<file path="src/rtl/apb_arb_master.sv">
`default_nettype none
// ============================================================================
// Module   : apb_arb_master
// Purpose  : Two-requester APB master. A round-robin arbiter picks one
//            requester per transfer. The transfer goes through
//            IDLE -> SETUP -> ACCESS -> DONE -> IDLE, and the DONE cycle
//            returns a one-cycle ack to the granted requester.
// Ports    : clk, RESETn (async, active-low)
//            req0/1, write0/1, addr0/1, wdata0/1  - requester side, held until ack
//            ack0/1, rdata, err                   - requester completion
//            PSELx, PENABLE, PWRITE, PADDR, PWDATA - APB master outputs
//            PRDATA, PREADY                        - APB slave response
// Config   : define APB_TIMEOUT_EN to bound the ACCESS wait to TIMEOUT cycles.
//            On expiry the transfer completes with err=1 and rdata=0.
//            Without the macro, ACCESS waits forever and err is tied to 0.
// Revision : 1.0 - initial release
// ============================================================================
module apb_arb_master #(
  parameter int TIMEOUT = 16
) (
  input  logic        clk,
  input  logic        RESETn,
  input  logic        req0,
  input  logic        req1,
  input  logic        write0,
  input  logic        write1,
  input  logic [31:0] addr0,
  input  logic [31:0] addr1,
  input  logic [31:0] wdata0,
  input  logic [31:0] wdata1,
  output logic        ack0,
  output logic        ack1,
  output logic [31:0] rdata,
  output logic        err,
  output logic        PSELx,
  output logic        PENABLE,
  output logic        PWRITE,
  output logic [31:0] PADDR,
  output logic [31:0] PWDATA,
  input  logic [31:0] PRDATA,
  input  logic        PREADY
);

  localparam logic [1:0] c_ST_IDLE   = 2'd0;
  localparam logic [1:0] c_ST_SETUP  = 2'd1;
  localparam logic [1:0] c_ST_ACCESS = 2'd2;
  localparam logic [1:0] c_ST_DONE   = 2'd3;

  logic [1:0] r_state;
  logic       r_last;     // requester granted by the most recent completed transfer
  logic       r_gnt;      // requester owning the transfer in flight
  logic       w_gnt;
  logic       w_timeout;  // ACCESS wait limit hit in this cycle

  // On a tie the requester that did not win last time gets the bus.
  // A lone request wins regardless of history.
  assign w_gnt = (req0 && req1) ? ~r_last : req1;

`ifdef APB_TIMEOUT_EN
  localparam logic [7:0] c_TIMEOUT = TIMEOUT[7:0];

  logic [7:0] r_wait_cnt;

  // The counter holds the number of PREADY=0 ACCESS cycles already elapsed.
  // This cycle is the last allowed wait when one more would reach TIMEOUT.
  assign w_timeout = !PREADY && ((r_wait_cnt + 8'd1) == c_TIMEOUT);

  always_ff @(posedge clk or negedge RESETn) begin
    if (!RESETn) begin
      r_wait_cnt <= 8'd0;
      err        <= 1'b0;
    end else begin
      // err is a one-cycle flag aligned with the ack of a timed-out transfer
      err <= (r_state == c_ST_ACCESS) && w_timeout;
      if (r_state == c_ST_SETUP) begin
        r_wait_cnt <= 8'd0;
      end else if ((r_state == c_ST_ACCESS) && !PREADY && !w_timeout) begin
        r_wait_cnt <= r_wait_cnt + 8'd1;
      end
    end
  end
`else
  assign w_timeout = 1'b0;
  assign err       = 1'b0;
`endif

  always_ff @(posedge clk or negedge RESETn) begin
    if (!RESETn) begin
      r_state <= c_ST_IDLE;
      r_last  <= 1'b1;      // requester 0 wins the first tie
      r_gnt   <= 1'b0;
      PSELx   <= 1'b0;
      PENABLE <= 1'b0;
      PWRITE  <= 1'b0;
      PADDR   <= 32'd0;
      PWDATA  <= 32'd0;
      rdata   <= 32'd0;
      ack0    <= 1'b0;
      ack1    <= 1'b0;
    end else begin
      ack0 <= 1'b0;
      ack1 <= 1'b0;
      case (r_state)
        c_ST_IDLE: begin
          if (req0 || req1) begin
            r_gnt   <= w_gnt;
            PWRITE  <= w_gnt ? write1 : write0;
            PADDR   <= w_gnt ? addr1  : addr0;
            PWDATA  <= w_gnt ? wdata1 : wdata0;
            PSELx   <= 1'b1;
            PENABLE <= 1'b0;
            r_state <= c_ST_SETUP;
          end
        end
        c_ST_SETUP: begin
          PENABLE <= 1'b1;
          r_state <= c_ST_ACCESS;
        end
        c_ST_ACCESS: begin
          if (PREADY || w_timeout) begin
            PSELx   <= 1'b0;
            PENABLE <= 1'b0;
            ack0    <= ~r_gnt;
            ack1    <= r_gnt;
            r_state <= c_ST_DONE;
            if (w_timeout) begin
              rdata <= 32'd0;
            end else if (!PWRITE) begin
              rdata <= PRDATA;
            end
          end
        end
        c_ST_DONE: begin
          // No arbitration here: a requester that drops req on seeing ack
          // must not be sampled again for this transfer.
          r_last  <= r_gnt;
          r_state <= c_ST_IDLE;
        end
        default: begin
          r_state <= c_ST_IDLE;
        end
      endcase
    end
  end

endmodule
`default_nettype wire

</file>
<file path="config.mk">
export PLATFORM = sky130hd
export DESIGN_NAME = apb_arb_master
export DESIGN_NICKNAME = d
export VERILOG_FILES = /design/src/rtl/apb_arb_master.sv
export SDC_FILE = /design/constraint.sdc
export NUM_CORES = 1
export LEC_CHECK = 0
export BUFFER_PORTS_ARGS = -buffer_cell sky130_fd_sc_hd__buf_2
export CORE_UTILIZATION = 35
export DETAILED_ROUTE_END_ITERATION = 16
export PLACE_DENSITY = 0.66
export SLEW_MARGIN = 20
export SYNTH_ARGS = -nofsm -noshare
export SYNTH_HDL_FRONTEND = slang
export SYNTH_SLANG_ARGS = --single-unit
</file>
<file path="constraint.sdc">
create_clock -name clk -period 2.6 [get_ports clk]
set_input_delay 0.39 -clock clk [delete_from_list [all_inputs] [get_ports clk]]
set_output_delay 0.39 -clock clk [all_outputs]
set_load 0.01 [all_outputs]
</file>
* Word-level counts from Yosys, hierarchy flattened
Cells that the tools add are included.
Word-level totals: flip-flop bits (word level) 105
Cells by class: equal/unequal tests 5, reduce and logical (&&, ||, !) cells 10, bitwise logic cells 3, muxes and demuxes 16
Operators by type and width (number):
- 2-to-1 mux 32 bit | 2
- 2-to-1 mux 1 bit | 9
- AND reduction 3 bit | 3
- case mux 2 bit (4 select lines) | 1
- == test 2 bit, second input constant | 2
- 2-to-1 mux 2 bit | 2
- != test 2 bit, second input constant | 2
- AND reduction 2 bit | 2
- NOT 1 bit | 3
- case mux 1 bit (3 select lines) | 1
- nonzero test 3 bit | 1
- == test 2 x 1 -> 1 bit, second input constant | 1
- zero test 2 bit | 1
- case mux 1 bit (2 select lines) | 1
- nonzero test 2 bit | 1
- logical AND 1 bit | 1
- logical OR 1 bit | 1

* Depth between registers and ports, before layout
Gate-level depths: netlist of run 1.
depth in word-level cells 3, depth in mapped cells 8

* Least setup slack after synthesis of run 1
Ideal clock, no wire load.
path kind flip-flop to flip-flop, from reg r_state[0], to reg rdata[0], stages on the path, launching flop included 8, path buffers 2, period minus slack after synthesis 1649 ps, required time 2475 ps, setup time 125 ps, path slack 951 ps, arrival time 1524 ps, cells stage by stage dfrtp_1 inv_1 ha_1 nand2_2 or2_1 buf_6 buf_12 mux2_4
Between the ends: longest elaborated chain between the ends 2
Ends and longest elaborated chain:
- from (decl) | line 49 | logic [1:0] r_state;
- from (signal assigned) | line 89 | r_state <= c_ST_IDLE;
- from (signal assigned) | line 112 | r_state <= c_ST_SETUP;
- from (signal assigned) | line 117 | r_state <= c_ST_ACCESS;
- == test 2 bit | line 103 | case (r_state)
- AND reduction 3 bit (no line)
- to (signal assigned) | line 97 | rdata <= 32'd0;
- to (signal assigned) | line 127 | rdata <= 32'd0;
- to (signal assigned) | line 129 | rdata <= PRDATA;
- to (decl) | line 33 | output logic [31:0] rdata,
No other way between the ends. A chain may end at the register's enable or synchronous reset.

* Worst setup path in the final report of run 1
from reg r_state[0], to reg rdata[8]
The elaborated chain is that of the path after synthesis.

==> results.py, run 1 <==
metrics = {
    "power_and_ir_drop": {
        "ir_drop_mv": 0.721,
        "p_per_area_mw_per_mm2": 1170,
        "p_total_mw": 7.53,
        "leakage_nw": 3.35,
    },
    "setup_path": {
        "crit_end": "rdata[8]$_DFFE_PN0P_",
        "crit_fanout": 19,
        "startpoint_type": "register",
        "required_ns": 2.83,
        "r2r_start": "r_state[0]$_DFFE_PN0P_",
        "crit_path_start": "r_state[0]$_DFFE_PN0P_",
        "r2r_cells": 6,
        "cp-end-kind": "register",
        "cp.arrival_ns": 2.26,
        "r2r_setup_slack_ns": 0.57,
        "r2r-end": "rdata[8]$_DFFE_PN0P_",
        "path_class": "register to register",
    },
    "grt": {
        "antenna_found_initial": 1,
        "grt_use_met1_pct": 22.6,
        "track_usage_pct": 19.3,
        "busiest_layer": "met2",
        "grt_max_degree": 73,
        "gr-usage-met3_pct": 5.23,
        "grt_pass1_vias": 4259,
        "gr-total-overflow": 0,
        "use_met2_pct": 33.0,
        "grt_first_pass_wirelength_um": 21100,
    },
    "floorplan": {
        "pin_count": 269,
        "rows": 41,
        "die_x_um": 118,
        "die_area_mm2": 0.0138,
        "initial_core_util_pct": 36.5,
        "core_area_mm2": 0.0128,
        "dieHeight_um": 118,
    },
    "yosys": {
        "ys_ff_latch": 105,
        "yosys_warnings": 0,
        "synth_area_leaders": "dfrtp_1 56%, nand2_1 10%, mux2_4 9.6%",
        "synth.distinct_cells": 25,
        "synth_largest_area_cell": "dfrtp_1",
        "syn_area_mm2": 0.00468,
        "synth_top_area_share_pct": 55.6,
        "synth.avg_cell_area_um2": 10.1,
        "ys.flop_type": "dfrtp_1",
        "ys_seq_area_share_pct": 56.1,
        "async_reset_ff_share_pct": 100,
        "synth_edf_count": 0,
        "syn_inst": 462,
        "synth_fp_nets": 634,
    },
    "clock_tree": {
        "insertion_delay_ns": 0.35,
        "cts_tree": "yes",
        "clk_pin_slew_ns": 0.07,
        "cts_buffer_depth": 2,
        "cts_buffers": 9,
        "post_cts_resized": 0,
        "root_buffer": "clkbuf_16",
        "htreeDepth": 3,
        "cts_setup_buffers": 0,
        "cts.sinks": 105,
        "holdBufCountCts": 0,
    },
    "layout": {
        "multi_input_area_mm2": 0.00183,
        "drive_gt1_share_pct": 46.1,
        "finalNonFillerCells": 891,
        "fin_nets": 886,
        "seq_area_mm2": 0.00263,
        "fill_cells": 1219,
        "synthToLayoutAreaGrowth_pct": 37.4,
    },
    "drt": {
        "ant_nets": 0,
        "vias": 4301,
        "firstDrtPassIters": 4,
        "post_drt_wl_per_cell_um": 14.7,
        "viasPerCell": 4.83,
        "drc": 0,
        "first_iter_violations": 199,
        "wl_um": 13100,
    },
    "timing": {
        "timing.final.max_slew_violations": 0,
        "setup_viol": 0,
        "period_share_pct": 78.1,
        "fin_crit_ns": 2.03,
        "relSlewSlack_pct": 57.6,
        "finClkSkew_ns": 0.00445,
        "clock.fmax_mhz": 493,
        "finalHoldViolations": 0,
        "worstMarginPinSlew_ns": 0.636,
        "layout_setup_ws_ns": 0.570,
        "rsz0062_at_grt": "false",
        "setup_tns_ns": 0,
    },
    "placement": {
        "dp.cells": 875,
        "dpl_worst_slack_ns": 0.569,
        "gp_congestion": 0.841,
        "port_buffers": 267,
        "place_hpwl_um": 9840,
    },
    "worst_hold_path": {
        "hp-class": "input port to async pin",
    },
    "run": {
        "drv_cap": 0,
    },
    "outcome": {
        "status": "complete, no violations",
    },
}
-- power by group --
part,switching (mW),internal (mW),leakage [nW]
clock,0.631,0.758,0.146
sequential,0.442,2.46,1.21
combinational,1.70,1.53,2.00
-- state kept, by name, summed over array words and instances (netlist names) --
register and count:
PADDR 32, PENABLE 1, PSELx 1, PWDATA 32, PWRITE 1, ack0 1, ack1 1, r_gnt 1
r_last 1, r_state 2, rdata 32
-- logic make-up after synthesis --
logic type                 share of synthesized area, %
adders and majority gates                          1.34
AOI/OAI and AO/OA                                  9.54
and+or+nand+nor                                    16.8
other                                            0.0801
buffers and inverters                              5.10
muxes                                              11.0
DFF                                                56.1
-- per-layer routing --
metal	wire [um]	up-vias	share of wire [%]
li1	-	2043	-
met1	5440	2035	41
met2	6440	199	49
met3	917	24	7.0
met4	328	0	2.5
met5	0	-	0
-- how the worst min path moves through the flow --
stage / startpoint / to / slack [ns] / cells past startpoint
after floorplan: RESETn / PADDR[0]$_DFFE_PN0P_ / 0.09 / 0
after global placement: RESETn / PWDATA[18]$_DFFE_PN0P_ / 0.45 / 1
after detailed placement: RESETn / PWDATA[14]$_DFFE_PN0P_ / 0.45 / 1
after CTS: RESETn / PWDATA[14]$_DFFE_PN0P_ / 0.07 / 1
after global routing: RESETn / PWDATA[14]$_DFFE_PN0P_ / 0.09 / 1
final: RESETn / PWDATA[14]$_DFFE_PN0P_ / 0.05 / 1
-- cell usage in the layout, fill, tap and decap left out, drive strengths merged --
cell        n
a21bo       1
a21boi      1
a31oi      65
buf       275
bufinv      1
clkbuf      9
clkinv      2
clkinvlp    1
conb        1
dfrtp     104
dfstp       1
diode       1
ha          5
inv         6
mux2       35
mux2i       1
nand2     132
nor2       70
nor2b       1
nor3        1
nor3b       1
o21a        1
o21ai       3
or2         1
-- layout make-up --
| class | instances | area share, % |
|---|---|---|
| Antenna cell | 1 | 0.0389 |
| Inverter | 4 | 0.233 |
| Timing Repair Buffer | 275 | 22.3 |
| Clock inverter | 6 | 1.21 |
| Tap cell | 172 | 3.34 |
| Multi-Input combinational cell | 319 | 28.5 |
| Clock buffer | 9 | 3.50 |
| Sequential cell | 105 | 40.9 |
-- critical path: stages, from the launching register on --
cell	delay, ns
dfrtp_1	0.40
inv_1	0.13
ha_1	0.24
nand2_2	0.07
or2_2	0.49
buf_12	0.26
mux2_4	0.31
-- cells in the mapped netlist, types with 3 or more instances --
library cell  count
mux2_2            5
o21ai_0           3
buf_4             5
a31oi_1          65
buf_12            3
mux2_4           30
buf_2            17
nor2_1           70
dfrtp_1         104
ha_1              5
clkbuf_1          8
inv_1             4
nand2_1         131
-- stage by stage --
stage / area, um^2 / hold slack (ns) / util, %
6_report: 6430 / 0.0459 / 50.2
5_1_grt: 6430 / 0.0895 / 50.2
4_1_cts: 6430 / 0.0676 / 50.2
3_5_place_dp: 6130 / 0.450 / 47.8
3_3_place_gp: 6130 / 0.450 / 47.8
2_1_floorplan: 4680 / 0.0944 / -
Power figures use the tool's default switching activity.
==> inputs of run 2 (changes only) <==
--- a/config.mk
+++ b/config.mk
@@ -8,7 +8,7 @@
 export BUFFER_PORTS_ARGS = -buffer_cell sky130_fd_sc_hd__buf_2
 export CORE_UTILIZATION = 35
 export DETAILED_ROUTE_END_ITERATION = 16
-export PLACE_DENSITY = 0.66
+export PLACE_DENSITY = 0.69
 export SLEW_MARGIN = 20
 export SYNTH_ARGS = -nofsm -noshare
 export SYNTH_HDL_FRONTEND = slang
==> constraint.sdc (replaced) <==
create_clock -name clk -period 1.7 [get_ports clk]
set_input_delay 0.255 -clock clk [delete_from_list [all_inputs] [get_ports clk]]
set_output_delay 0.255 -clock clk [all_outputs]
set_load 0.01 [all_outputs]
==> run 2 against run 1 <==
First-iteration DRC count rose by 1.5%. Global-route usage about the same. Worst setup slack worse by 0.53 ns. Count of clock-buffer cells in the layout is 1 higher. Total power rose by 56%. Die area stayed put. Clock power grew 50%. Utilization rose by 1.0 points. Highest routed layer unchanged. Clock skew rose by 0.0071 ns. Design area increased by 2.1%. Worst hold slack improved by 0.091 ns. Register-to-register slack got worse by 0.53 ns.
==> results.py, run 2 (synthesized netlist as in run 1, its figures left out) <==
metrics = {
    "timing": {
        "finalHoldViolations": 0,
        "layout_setup_ws_ns": 0.0416,
        "finClkSkew_ns": 0.0116,
        "clock.fmax_mhz": 603,
        "timing.final.max_slew_violations": 0,
        "fin_crit_ns": 1.66,
        "period_share_pct": 97.6,
        "rsz0062_at_grt": "true",
        "setup_viol": 0,
    },
    "drt": {
        "first_iter_violations": 202,
        "wl_um": 13400,
        "drc": 0,
        "ant_nets": 0,
        "post_drt_wl_per_cell_um": 14.9,
        "firstDrtPassIters": 6,
        "vias": 4329,
        "viasPerCell": 4.82,
    },
    "layout": {
        "final_common_cell": "buf_2",
        "synthToLayoutAreaGrowth_pct": 40.3,
        "fin_nets": 892,
        "drive_gt1_share_pct": 46.9,
        "utilization_pct": 51.2,
        "top_regs": "PADDR: 32 flops, PWDATA: 32 flops, rdata: 32 flops",
        "final_cell_mix": "266 x buf_2, 131 x nand2_1, 104 x dfrtp_1, 69 x nor2_1, 65 x a31oi_1",
    },
    "power_and_ir_drop": {
        "p_switching_mw": 4.29,
        "p_per_area_mw_per_mm2": 1780,
        "combPwrFrac_pct": 44.1,
        "swShare_pct": 36.7,
        "clock_power_share_pct": 17.8,
        "leakage_nw": 3.41,
        "ir_drop_mv": 0.580,
        "p_int_mw": 7.41,
        "p_seq_share_pct": 38.1,
    },
    "clock_tree": {
        "htreeDepth": 3,
        "cts_buffers": 9,
        "cts_tree": "yes",
        "cts_buffer_depth": 2,
        "insertion_delay_ns": 0.35,
        "clk_pin_slew_ns": 0.07,
        "cts.sinks": 105,
        "root_buffer": "clkbuf_16",
    },
    "setup_path": {
        "cp-end-kind": "register",
        "path_class": "register to register",
        "r2r_cells": 6,
        "r2r_start": "r_state[0]$_DFFE_PN0P_",
        "r2r-end": "rdata[28]$_DFFE_PN0P_",
        "r2r_setup_slack_ns": 0.04,
        "cp.arrival_ns": 1.89,
        "startpoint_type": "register",
        "required_ns": 1.93,
        "crit_fanout": 16,
    },
    "grt": {
        "grt_use_met1_pct": 23.6,
        "use_met2_pct": 33.6,
        "gr-total-overflow": 0,
        "grt_max_degree": 69,
        "gr-usage-met3_pct": 3.88,
        "grt_first_pass_wirelength_um": 21400,
        "busiest_layer": "met2",
        "grt_pass1_vias": 4252,
        "track_usage_pct": 19.4,
        "antenna_found_initial": 1,
    },
    "placement": {
        "port_buffers": 267,
        "place_hpwl_um": 9850,
        "dpl_worst_slack_ns": -0.0123,
        "gp_congestion": 0.833,
    },
    "floorplan": {
        "rows": 41,
        "initial_core_util_pct": 36.5,
        "die_area_mm2": 0.0138,
        "core_area_mm2": 0.0128,
        "die_x_um": 118,
        "pin_count": 269,
        "dieHeight_um": 118,
    },
    "run": {
        "drv_cap": 0,
    },
    "worst_hold_path": {
        "min_from": "PRDATA[7]",
        "whs_endpoint": "rdata[7]$_DFFE_PN0P_",
        "holdPathStages": 2,
        "hp-class": "input port to register",
    },
    "outcome": {
        "status": "complete, no violations",
    },
}
## run 2: cell types whose count changed in the layout (fill, tap and decap cells not counted), sizes merged
| cell | change |
|---|---|
| dlygate4sd3 | +1 |
| clkbuf | +2 |
| buf | +4 |
## run 2: worst max-delay path, cell delays in order (launching register included)
cell	delay, ns
dfrtp_1	0.40
inv_2	0.07
ha_2	0.19
nand2_2	0.06
or2_4	0.31
buf_12	0.18
mux2_4	0.31
## run 2: power by group through the flow
stage / sequential (mW) / clock (mW) / combinational (mW)
5_1_grt: 4.61 / 2.23 / 5.62
6_report: 4.47 / 2.08 / 5.16
2_1_floorplan: 5.00 / 0 / 2.52
4_1_cts: 4.47 / 2.14 / 5.14
3_5_place_dp: 4.50 / 0 / 5.07
3_3_place_gp: 4.44 / 0 / 4.93
## run 2: routing by layer
layer	vias to the layer above	routed length, um
met1	2062	5680
met4	0	276
met5	-	0
met2	191	6610
li1	2054	-
met3	22	793
## run 2: final cells by class
cell class                 count  area, um^2
fill                        1208        6260
clock buffer                  10         229
tap                          172         215
clock inverter                 6        65.1
antenna                        1        2.50
timing repair buffer         281        1570
inverter                       4        15.0
sequential                   105        2630
multi-input combinational    319        1850
## run 2: repair_timing
item,in CTS,in global routing
endpoints found under the hold margin,20,0
hold buffers,1,0
setup buffers,1,0
setup endpoints to repair,28,5
gates resized for setup,4,3
cloned,1,1
pin swaps,0,1
## run 2: worst max path at each step
stage / start / to / slack (ns) / depth (start not counted)
2_1_floorplan: r_state[0]$_DFFE_PN0P_ / rdata[0]$_DFFE_PN0P_ / 0.05 / 7
3_3_place_gp: r_state[0]$_DFFE_PN0P_ / rdata[15]$_DFFE_PN0P_ / 0.06 / 6
3_5_place_dp: r_state[0]$_DFFE_PN0P_ / r_state[1]$_DFFE_PN0P_ / -0.01 / 6
4_1_cts: r_state[0]$_DFFE_PN0P_ / PENABLE$_DFFE_PN0P_ / 0.07 / 6
5_1_grt: r_state[0]$_DFFE_PN0P_ / rdata[28]$_DFFE_PN0P_ / -0.009 / 6
6_report: r_state[0]$_DFFE_PN0P_ / rdata[28]$_DFFE_PN0P_ / 0.04 / 6
## run 2: metrics by stage
step / hold slack (ns) / cell area (um^2) / cells / power [mW] / setup TNS, ns
after floorplan: -0.0406 / 4680 / 462 / 7.51 / 0
after global placement: 0.175 / 6180 / 877 / 9.37 / 0
after detailed placement: 0.181 / 6180 / 877 / 9.57 / -0.0123
after CTS: 0.123 / 6530 / 896 / 11.7 / 0
after global routing: 0.126 / 6570 / 898 / 12.5 / -0.0318
final: 0.137 / 6570 / 898 / 11.7 / 0
==> inputs of run 3 (changes only) <==
--- a/config.mk
+++ b/config.mk
@@ -5,10 +5,10 @@
 export SDC_FILE = /design/constraint.sdc
 export NUM_CORES = 1
 export LEC_CHECK = 0
-export BUFFER_PORTS_ARGS = -buffer_cell sky130_fd_sc_hd__buf_2
 export CORE_UTILIZATION = 35
 export DETAILED_ROUTE_END_ITERATION = 16
-export PLACE_DENSITY = 0.69
+export DONT_BUFFER_PORTS = 1
+export RECOVER_POWER = 50
 export SLEW_MARGIN = 20
 export SYNTH_ARGS = -nofsm -noshare
 export SYNTH_HDL_FRONTEND = slang
==> run 3 against run 2 <==
The run now ends with negative hold slack left. Count of clock-buffer cells in the layout decreased by 1. Utilization decreased by 11 points. Maximum frequency increased by 2.1%. Non-clock buffer count decreased by 271.
==> results.py, run 3 (synthesized netlist as in run 1, its figures left out) <==
metrics = {
    "clock_tree": {
        "root_buffer": "clkbuf_16",
        "insertion_delay_ns": 0.34,
        "cts_buffer_depth": 2,
        "cts.sinks": 105,
        "htreeDepth": 3,
        "cts_buffers": 9,
        "clk_pin_slew_ns": 0.07,
        "cts_tree": "yes",
        "cts_setup_buffers": 0,
    },
    "drt": {
        "viasPerCell": 5.24,
        "wl_um": 11400,
        "first_iter_violations": 150,
        "post_drt_wl_per_cell_um": 18.2,
        "ant_nets": 0,
        "vias": 3277,
        "firstDrtPassIters": 4,
        "drc": 0,
    },
    "layout": {
        "top_regs": "PADDR: 32 flops, PWDATA: 32 flops, rdata: 32 flops",
        "final_common_cell": "nand2_1",
        "fin_nets": 621,
        "final_cell_mix": "132 x nand2_1, 104 x dfrtp_1, 70 x nor2_1, 65 x a31oi_1, 30 x mux2_4",
        "num_antenna_cells": 0,
        "design_area_mm2": 0.00517,
        "synthToLayoutAreaGrowth_pct": 10.4,
        "drive_gt1_share_pct": 15.2,
        "utilization_pct": 40.3,
    },
    "timing": {
        "clock.fmax_mhz": 616,
        "worstMarginPinSlew_ns": 0.603,
        "relSlewSlack_pct": 59.7,
        "fin_hold_ws_ns": -0.400,
        "finClkSkew_ns": 0.00489,
        "rsz0062_at_grt": "false",
        "fin_crit_ns": 1.62,
        "setup_viol": 0,
        "setup_tns_ns": 0,
        "timing.final.max_slew_violations": 0,
        "period_share_pct": 95.6,
        "finalHoldViolations": 105,
        "layout_setup_ws_ns": 0.0753,
    },
    "run": {
        "drv_cap": 0,
    },
    "power_and_ir_drop": {
        "leakage_nw": 2.33,
        "combPwrFrac_pct": 30.1,
        "p_total_mw": 10.3,
        "clock_power_share_pct": 18.6,
        "ir_drop_mv": 0.980,
        "p_seq_share_pct": 51.3,
        "p_int_mw": 6.39,
        "p_per_area_mw_per_mm2": 2000,
        "p_switching_mw": 3.95,
        "swShare_pct": 38.2,
    },
    "placement": {
        "place_hpwl_um": 7940,
        "dpl_worst_slack_ns": 0.0229,
        "gp_congestion": 0.795,
        "port_buffers": 0,
        "postPlaceCellArea_mm2": 0.00482,
    },
    "grt": {
        "antenna_found_initial": 0,
        "grt_first_pass_wirelength_um": 17500,
        "track_usage_pct": 16.0,
        "grt_pass1_vias": 3262,
        "gr-total-overflow": 0,
        "grt_max_degree": 106,
    },
    "floorplan": {
        "core_area_mm2": 0.0128,
        "die_x_um": 118,
        "pin_count": 269,
        "dieHeight_um": 118,
        "rows": 41,
        "die_area_mm2": 0.0138,
        "initial_core_util_pct": 36.5,
    },
    "setup_path": {
        "path_class": "register to register",
        "r2r_setup_slack_ns": 0.08,
        "crit_end": "rdata[30]$_DFFE_PN0P_",
        "required_ns": 1.92,
        "cp-end-kind": "register",
        "startpoint_type": "register",
        "r2r-end": "rdata[30]$_DFFE_PN0P_",
        "r2r_start": "r_state[0]$_DFFE_PN0P_",
        "crit_fanout": 16,
        "cp.arrival_ns": 1.85,
        "crit_path_start": "r_state[0]$_DFFE_PN0P_",
        "r2r_cells": 6,
    },
    "outcome": {
        "status": "finished, violations left",
        "failed_checks": "negative hold slack",
    },
    "worst_hold_path": {
        "hp-class": "input port to async pin",
    },
}
run 3: worst min path at each step:
stage / from / endpoint / slack [ns] / cells past startpoint
6_report: RESETn / PADDR[6]$_DFFE_PN0P_ / -0.40 / 0
5_1_grt: RESETn / PWDATA[30]$_DFFE_PN0P_ / -0.43 / 0
4_1_cts: RESETn / rdata[19]$_DFFE_PN0P_ / -0.42 / 0
3_5_place_dp: RESETn / rdata[9]$_DFFE_PN0P_ / -0.04 / 0
3_3_place_gp: RESETn / rdata[19]$_DFFE_PN0P_ / -0.04 / 0
2_1_floorplan: RESETn / PADDR[0]$_DFFE_PN0P_ / -0.04 / 0
run 3: critical path, cell delays in order, from the launching register on:
cell,delay [ns]
dfrtp_1,0.41
inv_2,0.07
ha_1,0.15
nand2_1,0.08
or2_4,0.27
clkbuf_16,0.20
mux2_4,0.31
run 3: metrics by stage:
step	hold slack [ns]	instances
finish	-0.400	625
global route	-0.432	625
CTS	-0.419	623
detailed placement	-0.0383	608
global placement	-0.0385	608
floorplan	-0.0406	462
run 3: area by class of cell:
class                      count  area (um^2)
clock buffer                   9          225
clock inverter                 6         53.8
fill                        1266         7650
inverter                       4         15.0
multi-input combinational    319         1850
sequential                   105         2630
tap                          172          215
timing repair buffer          10          188
run 3: timing repair:
| item | CTS | global route |
|---|---|---|
| endpoints found under the setup margin | 0 | 53 |
| gates resized for setup | 0 | 7 |
| hold endpoints to repair | 105 | 105 |
run 3: layer usage:
| metal | global-route usage (%) | wire [um] | vias up |
|---|---|---|---|
| li1 | - | - | 1506 |
| met3 | 7.80 | 1190 | 14 |
| met4 | 5.05 | 214 | 0 |
| met1 | 19.0 | 4630 | 1569 |
| met2 | 25.3 | 5370 | 188 |
| met5 | 0 | 0 | - |
run 3: power groups by stage:
stage	sequential [mW]	combinational (mW)	clock, mW
2_1_floorplan	5.00	2.52	0
3_3_place_gp	5.34	2.79	0
3_5_place_dp	5.35	2.96	0
4_1_cts	5.32	2.97	2.00
5_1_grt	5.46	3.50	2.11
6_report	5.30	3.11	1.93
